`config.mk`:
```
export PLATFORM = sky130hd
export DESIGN_NAME = tstate_sequencer_flat
export DESIGN_NICKNAME = d
export VERILOG_FILES = /design/src/rtl/tstate_sequencer_pkg.sv /design/src/rtl/tstate_sequencer_if.sv /design/src/rtl/tstate_sequencer_edge_detect.sv /design/src/rtl/tstate_sequencer.sv /design/src/flat_wrapper.sv
export SDC_FILE = /design/constraint.sdc
export NUM_CORES = 1
export LEC_CHECK = 0
export CAP_MARGIN = 20
export CORE_MARGIN = 4
export CORE_UTILIZATION = 27
export DETAILED_ROUTE_END_ITERATION = 6
export SYNTH_ARGS = -nofsm -noshare
export SYNTH_HDL_FRONTEND = slang
export SYNTH_SLANG_ARGS = --single-unit
export TNS_END_PERCENT = 30
```
`constraint.sdc`:
```
create_clock -name clk -period 3.93 [get_ports clk]
set_input_delay 0.786 -clock clk [delete_from_list [all_inputs] [get_ports clk]]
set_output_delay 0.786 -clock clk [all_outputs]
set_load 0.05 [all_outputs]
```
`src/rtl/tstate_sequencer_pkg.sv`:
```
// rtl/tstate_sequencer_pkg.sv - shared T-state control encodings and constants
package tstate_sequencer_pkg;

    localparam int STEP_W        = 3;
    // Also used by the microcode ROM address generator
    localparam int DEFAULT_STEPS = 6;

    typedef enum logic {
        ST_RUN  = 1'b0,
        ST_HALT = 1'b1
    } seq_state_e;

endpackage

```
`src/rtl/tstate_sequencer_if.sv`:
```
// rtl/tstate_sequencer_if.sv - control/status bundle between microcode and T-state sequencer
interface tstate_sequencer_if
    import tstate_sequencer_pkg::*;
#(
    parameter int CNT_W = 8
);
    logic              run_mode;
    logic              step_req;
    logic              step_end;
    logic              hlt;
    logic [STEP_W-1:0] step;
    logic              dec_en;
    logic              tick;
    logic              instr_start;
    logic              halted;
    logic [CNT_W-1:0]  instr_cnt;

    modport master (
        output run_mode, step_req, step_end, hlt,
        input  step, dec_en, tick, instr_start, halted, instr_cnt
    );

    modport slave (
        input  run_mode, step_req, step_end, hlt,
        output step, dec_en, tick, instr_start, halted, instr_cnt
    );
endinterface

```
`src/rtl/tstate_sequencer_edge_detect.sv`:
```
// rtl/tstate_sequencer_edge_detect.sv - 1-bit rising-edge detector for synchronised button levels
module tstate_sequencer_edge_detect (
    input  logic clk,
    input  logic rst,
    input  logic d,
    output logic rise
);
    logic d_q;

    // Previous-cycle copy of the level; runs regardless of sequencer state
    always_ff @(posedge clk or posedge rst) begin
        if (rst) begin
            d_q <= 1'b0;
        end else begin
            d_q <= d;
        end
    end

    assign rise = d & ~d_q;
endmodule

```
`src/rtl/tstate_sequencer.sv`:
```
// rtl/tstate_sequencer.sv - T-state generator feeding the 3-bit step decoder
module tstate_sequencer
    import tstate_sequencer_pkg::*;
#(
    parameter int STEPS = DEFAULT_STEPS,
    parameter int CNT_W = 8
) (
    input  logic                clk,
    input  logic                rst,
    tstate_sequencer_if.slave   bus
);
    localparam logic [STEP_W-1:0] LAST_STEP = STEP_W'(STEPS - 1);

    seq_state_e        state_q, state_d;
    logic [STEP_W-1:0] step_q;
    logic              start_q;
    logic [CNT_W-1:0]  cnt_q;
    logic              req_rise;
    logic              adv;
    logic              wrap;

    tstate_sequencer_edge_detect u_step_edge (
        .clk  (clk),
        .rst  (rst),
        .d    (bus.step_req),
        .rise (req_rise)
    );

    // FSM state register; HALT is only left through reset
    always_ff @(posedge clk or posedge rst) begin
        if (rst) begin
            state_q <= ST_RUN;
        end else begin
            state_q <= state_d;
        end
    end

    // Next state and advance decision; hlt outranks any advance in the same cycle
    always_comb begin
        state_d = state_q;
        adv     = 1'b0;
        if (state_q == ST_RUN) begin
            if (bus.hlt) begin
                state_d = ST_HALT;
            end else begin
                adv = bus.run_mode | req_rise;
            end
        end
        wrap = adv & (bus.step_end | (step_q == LAST_STEP));
    end

    // Step counter, instruction-start flag and completed-instruction counter
    always_ff @(posedge clk or posedge rst) begin
        if (rst) begin
            step_q  <= '0;
            start_q <= 1'b0;
            cnt_q   <= '0;
        end else if (state_q == ST_RUN && bus.hlt) begin
            start_q <= 1'b0;
        end else if (adv) begin
            if (wrap) begin
                step_q  <= '0;
                start_q <= 1'b1;
                cnt_q   <= cnt_q + CNT_W'(1);
            end else begin
                step_q  <= step_q + STEP_W'(1);
                start_q <= 1'b0;
            end
        end
    end

    assign bus.step        = step_q;
    assign bus.halted      = (state_q == ST_HALT);
    assign bus.dec_en      = (state_q == ST_RUN);
    assign bus.tick        = adv;
    assign bus.instr_start = start_q;
    assign bus.instr_cnt   = cnt_q;
endmodule

```
`src/flat_wrapper.sv`:
```
// flat-port wrapper written by rule: the top's interface ports become plain ports
module tstate_sequencer_flat import tstate_sequencer_pkg::*;
#(
    parameter int STEPS = DEFAULT_STEPS,
    parameter int CNT_W = 8
)
  (clk, rst, bus_run_mode, bus_step_req, bus_step_end, bus_hlt, bus_step, bus_dec_en, bus_tick, bus_instr_start, bus_halted, bus_instr_cnt);
  tstate_sequencer_if #(.CNT_W(CNT_W)) bus_i ();
  input  logic clk;
  input  logic rst;
  input wire logic [$bits(bus_i.run_mode)-1:0] bus_run_mode;
  input wire logic [$bits(bus_i.step_req)-1:0] bus_step_req;
  input wire logic [$bits(bus_i.step_end)-1:0] bus_step_end;
  input wire logic [$bits(bus_i.hlt)-1:0] bus_hlt;
  output wire logic [$bits(bus_i.step)-1:0] bus_step;
  output wire logic [$bits(bus_i.dec_en)-1:0] bus_dec_en;
  output wire logic [$bits(bus_i.tick)-1:0] bus_tick;
  output wire logic [$bits(bus_i.instr_start)-1:0] bus_instr_start;
  output wire logic [$bits(bus_i.halted)-1:0] bus_halted;
  output wire logic [$bits(bus_i.instr_cnt)-1:0] bus_instr_cnt;
  assign bus_i.run_mode = bus_run_mode;
  assign bus_i.step_req = bus_step_req;
  assign bus_i.step_end = bus_step_end;
  assign bus_i.hlt = bus_hlt;
  assign bus_step = bus_i.step;
  assign bus_dec_en = bus_i.dec_en;
  assign bus_tick = bus_i.tick;
  assign bus_instr_start = bus_i.instr_start;
  assign bus_halted = bus_i.halted;
  assign bus_instr_cnt = bus_i.instr_cnt;
  tstate_sequencer #(.STEPS(STEPS), .CNT_W(CNT_W)) u_core (.clk(clk), .rst(rst), .bus(bus_i));
endmodule
```
; ---- Word-level counts from Yosys, hierarchy flattened
; Index checks and enable logic that the tools add are counted.
[totals]
regBits = 14
latchBits = 0
ramBits = 0
romBits = 0
inputBits = 6
output_inout_bits = 15
word_cells = 27
mem_count = 0
[op_classes]
addsub = 2
multipliers = 0
div = 0
magnitude_cmp = 0
n_eq_ne = 1
shift = 0
muxes = 8
bitwise_logic = 7
reduce_logical = 4
[ops]
columns = op, count
row1 = $add A8 B1 Y8 const B, 1
row2 = $mux W1, 7
row3 = $add A3 B1 Y3 const B, 1
row4 = $eq A3 B3 Y1 const B, 1
row5 = $mux W3, 1
row6 = $not A1 Y1, 3
row7 = $reduce_and A3 Y1, 1
row8 = $and A1 B1 Y1, 2
row9 = $or A1 B1 Y1, 2
row10 = $reduce_and A2 Y1, 1
row11 = $reduce_bool A2 Y1, 1
row12 = $logic_and A1 B1 Y1, 1

; ---- Depth between registers and ports, before layout
; Gate-level depths: netlist of run 1.
[depth]
word_depth = 9
mapped_depth = 6

; ---- Cells and area by module
; From an unflattened synthesis of run 1, not the netlist that was laid out.
[unflattened]
hier_cells = 54
hier_area_um2 = 639.4
[modules_own_cells]
columns = module, n_inst, cells_per_inst, area_per_inst_um2
row1 = tstate_sequencer, 1, 51, 596.8
row2 = tstate_sequencer_edge_detect, 1, 3, 42.5

; ---- Worst setup path before layout of run 1
; Ideal clock, no wire load.
[synth_path]
path_type = input port to output port
start = input port bus_step_req
end = output port bus_tick
arrival_time_ns = 1.387
required_ns = 3.144
path_slack_ns = 1.757
path_stages = 3
cell_sequence = nor2b_4 > o21ai_2 > inv_1
[synth_between]
elab_chain_cells = 4
[synth_lines]
columns = element, line_no
row1 = from (decl), flat_wrapper.sv:12  ; input wire logic [$bits(bus_i.step_req)-1:0] bus_step_req;
row2 = $and A1 B1 Y1, tstate_sequencer_edge_detect.sv:19  ; assign rise = d & ~d_q;
row3 = $or A1 B1 Y1, tstate_sequencer.sv:46  ; adv = bus.run_mode | req_rise;
row4 = $mux W1, tstate_sequencer.sv:43  ; if (bus.hlt) begin
row5 = $mux W1, tstate_sequencer.sv:42  ; if (state_q == ST_RUN) begin
row6 = to (decl), flat_wrapper.sv:17  ; output wire logic [$bits(bus_i.tick)-1:0] bus_tick;
; Every way passes these cells.

; ---- Worst setup path in the final report of run 1
; Same ends and word-level chain as after synthesis.

==> results of run 1 <==
## cells by family after synthesis
| family | Yosys count |
|---|---|
| and+or+nand+nor | 14 |
| DFF | 14 |
| AOI/OAI and AO/OA | 10 |
| buffers and inverters | 9 |
| xor gates and xnor gates | 7 |
| adders and majority gates | 3 |
| muxes | 1 |
## worst reg2reg max path, delay by kind of cell, from the launching register on
kind                     cells  cell delay, ns
AO/OA/AOI/OAI                2            0.38
multiplexers                 1            0.37
flip-flops                   1            0.44
adder cells (fa/ha/maj)      1            0.24
## synth_stat cells, drive strengths merged
master   instances
dfrtp           14
inv              9
o21ai            5
nor2             4
xor2             4
ha               3
nor3             3
xnor2            3
a21o             2
nand2            2
mux2             1
nand3            1
nand4            1
nor2b            1
nor4             1
o2111ai          1
o211ai           1
o41ai            1
or3              1
## area by class of cell
class | count | area (um2)
Inverter | 9 | 33.78
Fill cell | 236 | 1358
Sequential cell | 14 | 350.3
Clock buffer | 3 | 22.52
Tap cell | 28 | 35.03
Timing Repair Buffer | 20 | 200.2
Multi-Input combinational cell | 35 | 297.8
## flip-flops by register name, indices dropped and copies added (netlist names)
name,cells
u_core.bus.halted,1
u_core.bus.instr_cnt,8
u_core.bus.instr_start,1
u_core.bus.step,3
u_core.u_step_edge.d_q,1
## power breakdown
group | internal, uW | leakage [uW] | switching (uW)
Combinational | 24.4 | 0.000234 | 42.4
Sequential | 152 | 0.000174 | 8.36
Clock | 35.4 | 0.0000138 | 41.7
Total | 212 | 0.000422 | 92.4
## worst min-delay path by stage
stage | start | end | depth (start not counted)
finish | u_core.bus.instr_cnt[7]$_DFFE_PP0P_ | u_core.bus.instr_cnt[7]$_DFFE_PP0P_ | 1
global route | u_core.bus.instr_cnt[7]$_DFFE_PP0P_ | u_core.bus.instr_cnt[7]$_DFFE_PP0P_ | 1
CTS | u_core.bus.instr_cnt[7]$_DFFE_PP0P_ | u_core.bus.instr_cnt[7]$_DFFE_PP0P_ | 1
detailed placement | u_core.bus.instr_cnt[7]$_DFFE_PP0P_ | u_core.bus.instr_cnt[7]$_DFFE_PP0P_ | 1
global placement | u_core.bus.instr_cnt[7]$_DFFE_PP0P_ | u_core.bus.instr_cnt[7]$_DFFE_PP0P_ | 1
floorplan | rst | u_core.bus.halted$_DFF_PP0_ | 1
## through the flow
step	total power (uW)	util	area, um2	hold slack (ns)	setup WS, ns
after global routing	323.3	0.4090	939.7	0.4832	0.6163
after global placement	230.3	0.3992	917.1	0.4592	0.6976
after CTS	311.4	0.4090	939.7	0.4765	0.6752
final	304.1	0.4090	939.7	0.4746	0.6914
after detailed placement	231.2	0.3992	917.1	0.4649	0.6770
after floorplan	204.0	-	681.9	0.6752	1.757
## cells in the final DEF, fill, tap and decap left out, types with 2 or more instances in the layout
cell type	netlist	layout
sky130_fd_sc_hd__nor2_1	3	3
sky130_fd_sc_hd__clkbuf_4	0	3
sky130_fd_sc_hd__o21ai_0	4	4
sky130_fd_sc_hd__inv_1	9	9
sky130_fd_sc_hd__xnor2_1	3	3
sky130_fd_sc_hd__nor3_1	3	3
sky130_fd_sc_hd__xor2_1	4	4
sky130_fd_sc_hd__ha_1	3	3
sky130_fd_sc_hd__clkdlybuf4s50_1	0	20
sky130_fd_sc_hd__nand2_1	2	2
sky130_fd_sc_hd__dfrtp_1	14	14
## routing by layer
metal  up-vias  wire, um
met5         -         0
met4         0         0
met3         0        97
met2        15       552
met1       232       625
li1        245         -
==> qor_table.md, run 1 <==
| Metric | Reported | Unit |
|---|---|---|
| Effective utilization at floorplan | 0.2968 | - |
| Pwr dens | 323.7 | mW/mm2 |
| Worst-case clock skew | 0.001040 | ns |
| Total Wirelength | 1276 | um |
| Combinational family with the most area after synthesis | simple AND/OR/NAND/NOR gates | - |
| Die Ht | 58.26 | um |
| Outcome | completed | - |
| 1st-iter DRT viols | 4 | - |
| Number of logic stages on the critical path including buffering | 5 | - |
| Average wire per cell in the routed design | 11.71 | um |
| Syn-to-layout area delta | 37.80 | % |
| Global routing usage summed across all routing layers | 0.08503 | - |
| Crit path kind | primary input to output pin | - |
| Synth Instances | 58 | - |
| Final Hold Viols | 0 | - |
| Clock transition at the registers of the reported paths | 0.08 | ns |
| Largest area contributor in the netlist | sky130_fd_sc_hd__dfrtp_1 | - |
| Static leakage | 0.0004221 | uW |
| Max-capacitance violation count | 0 | - |
| Detailed placement HPWL | 999.5 | um |
| Final estimated routing congestion in global placement | 0.7370 | - |
| GR Layer Usage met3 | 0.02895 | - |
| Category of the worst setup path launch point | primary input | - |
| Antenna fix cells | 0 | - |
| XOR/XNOR share of the synthesized area | 0.08991 | - |
| Width of the chip | 58.26 | um |
| Synth unique cells | 22 | - |
| Synth Net Count | 67 | - |
| Share of synthesized cell area in full adder, half adder and majority cells | 0.05505 | - |
| Critical Path RT | 3.14 | ns |
| Global routing met2 resource utilization | 0.1355 | - |
| Fraction of synthesized area in multiplexers | 0.01651 | - |
| Critical-path cell list | clkdlybuf4s50_1, nor2b_4, o21ai_2, inv_1, clkdlybuf4s50_1 | - |
| Warnings, synthesis | 0 | - |
| CP bufs+invs | 3 | - |
| DRT Pass-1 Iters | 4 | - |
| Number of failing setup endpoints in the final timing report | 0 | - |
| Clock tree from TritonCTS | done | - |
| Number of antenna violations at the first check in global routing | 0 | - |
| Final #Nets | 92 | - |
| Worst reg-to-reg path cell count | 4 | - |
| CTS H-tree depth | 1 | - |
| Class of the tightest hold or removal check | flip-flop to flip-flop | - |
| Register bit count reported by yosys | 14 | - |
| Ratio of final minimum period to clock period | 0.8241 | - |
| Maximum clock frequency | 0.3088 | GHz |
| Area share of the leading cell type in the synthesized netlist | 0.5138 | - |
| Sequential share of the synthesized area | 0.5138 | - |
| Transition at the pin with the smallest max-transition slack | 0.5432 | ns |
| Most Frequent Cell on Critical Path | sky130_fd_sc_hd__clkdlybuf4s50_1 | - |
| Detailed-route via count | 492 | - |
| Mean number of vias per cell | 4.514 | - |
| Internal reg-to-reg setup slack | 2.39 | ns |
| TritonCTS Buffers | 3 | - |
| Root buffer selected by CTS | sky130_fd_sc_hd__clkbuf_4 | - |
| Cell types with the largest area share after synthesis | sky130_fd_sc_hd__dfrtp_1, sky130_fd_sc_hd__ha_1, sky130_fd_sc_hd__xor2_1 | - |
| Synth Cell Area | 681.9 | um2 |
| CTS Sinks | 14 | - |
| CP delay by family, top | buffers and inverters | - |
| Number of buffers inserted by port buffering | 20 | - |
| Largest net degree at the start of global routing | 15 | - |
| Slew margin rel. | 0.6374 | - |
| Largest vdd supply drop | 0.1983 | mV |
| Total gr overflow | 0 | - |
| Worst setup path endpoint | bus_tick | - |
| Share of post-route cells with drive strength above 1 | 0.1235 | - |
| RSZ-0062 raised after global routing | false | - |
| Slowest cell on the critical path | sky130_fd_sc_hd__clkdlybuf4s50_1 | - |
| Remaining DRCs | 0 | - |
| Site row count | 17 | - |
| Cell count after placement | 106 | - |
| Start of the worst register-to-register path | u_core.bus.step[0]$_DFFE_PP0P_ | - |
| PostCTS Resize Cnt | 0 | - |
| Max FO, Critical Path | 6 | - |
| Wire length of the first global-routing pass | 2270 | um |
| Vias in the first global route | 531 | - |
| Number of buffers inserted by hold repair at cts | 0 | - |
| Minimum clock period | 3.239 | ns |
| Endpoint of the worst-slack reg-to-reg timing path | u_core.bus.instr_cnt[1]$_DFFE_PP0P_ | - |
| Aggregate negative setup slack | 0 | ns |
| CTS Buffer Depth | 2 | - |
| Met1 usage in global routing | 0.1110 | - |
| Remaining antenna violation count | 0 | - |
| Avg Synthesized Cell Area | 11.76 | um2 |
| Crit. End Element | output pin | - |
| Worst-skew pair later-pin latency | 0.27 | ns |
| Slowest Stage Delay on Critical Path | 0.81 | ns |
| Busiest metal layer after global routing | met2 | - |
| Critical path arrival | 2.45 | ns |
| Synth Area in Compound Gates | 0.1321 | - |
| Post-Synth Simple-Gate Area | 0.1431 | - |
| Count of boundary I/O pins | 21 | - |
| CP startpoint | bus_step_req | - |
| Die footprint | 0.003394 | mm2 |
| Max-slew violation total from the final report | 0 | - |
| Filler-free cell count of the finished design | 109 | - |
| Post-CTS Setup Bufs | 0 | - |
| Core ar. | 0.002297 | mm2 |
Note: power is estimated with default switching activity, not from simulation.
==> run 2: changes to the inputs <==
clock period = 3.4 ns   (was 3.93 ns; I/O delays follow)
==> results of run 2 <==
Same layout as run 1 (identical final DEF). Status: completed.
Main changes from that run: setup slack after placement 0.6770 ns -> 0.3590 ns; setup slack after layout 0.6914 ns -> 0.3734 ns; register-to-register setup slack 2.39 ns -> 1.86 ns; total power 304.1 uW -> 351.5 uW; worst IR drop on VDD 0.1983 mV -> 0.2293 mV
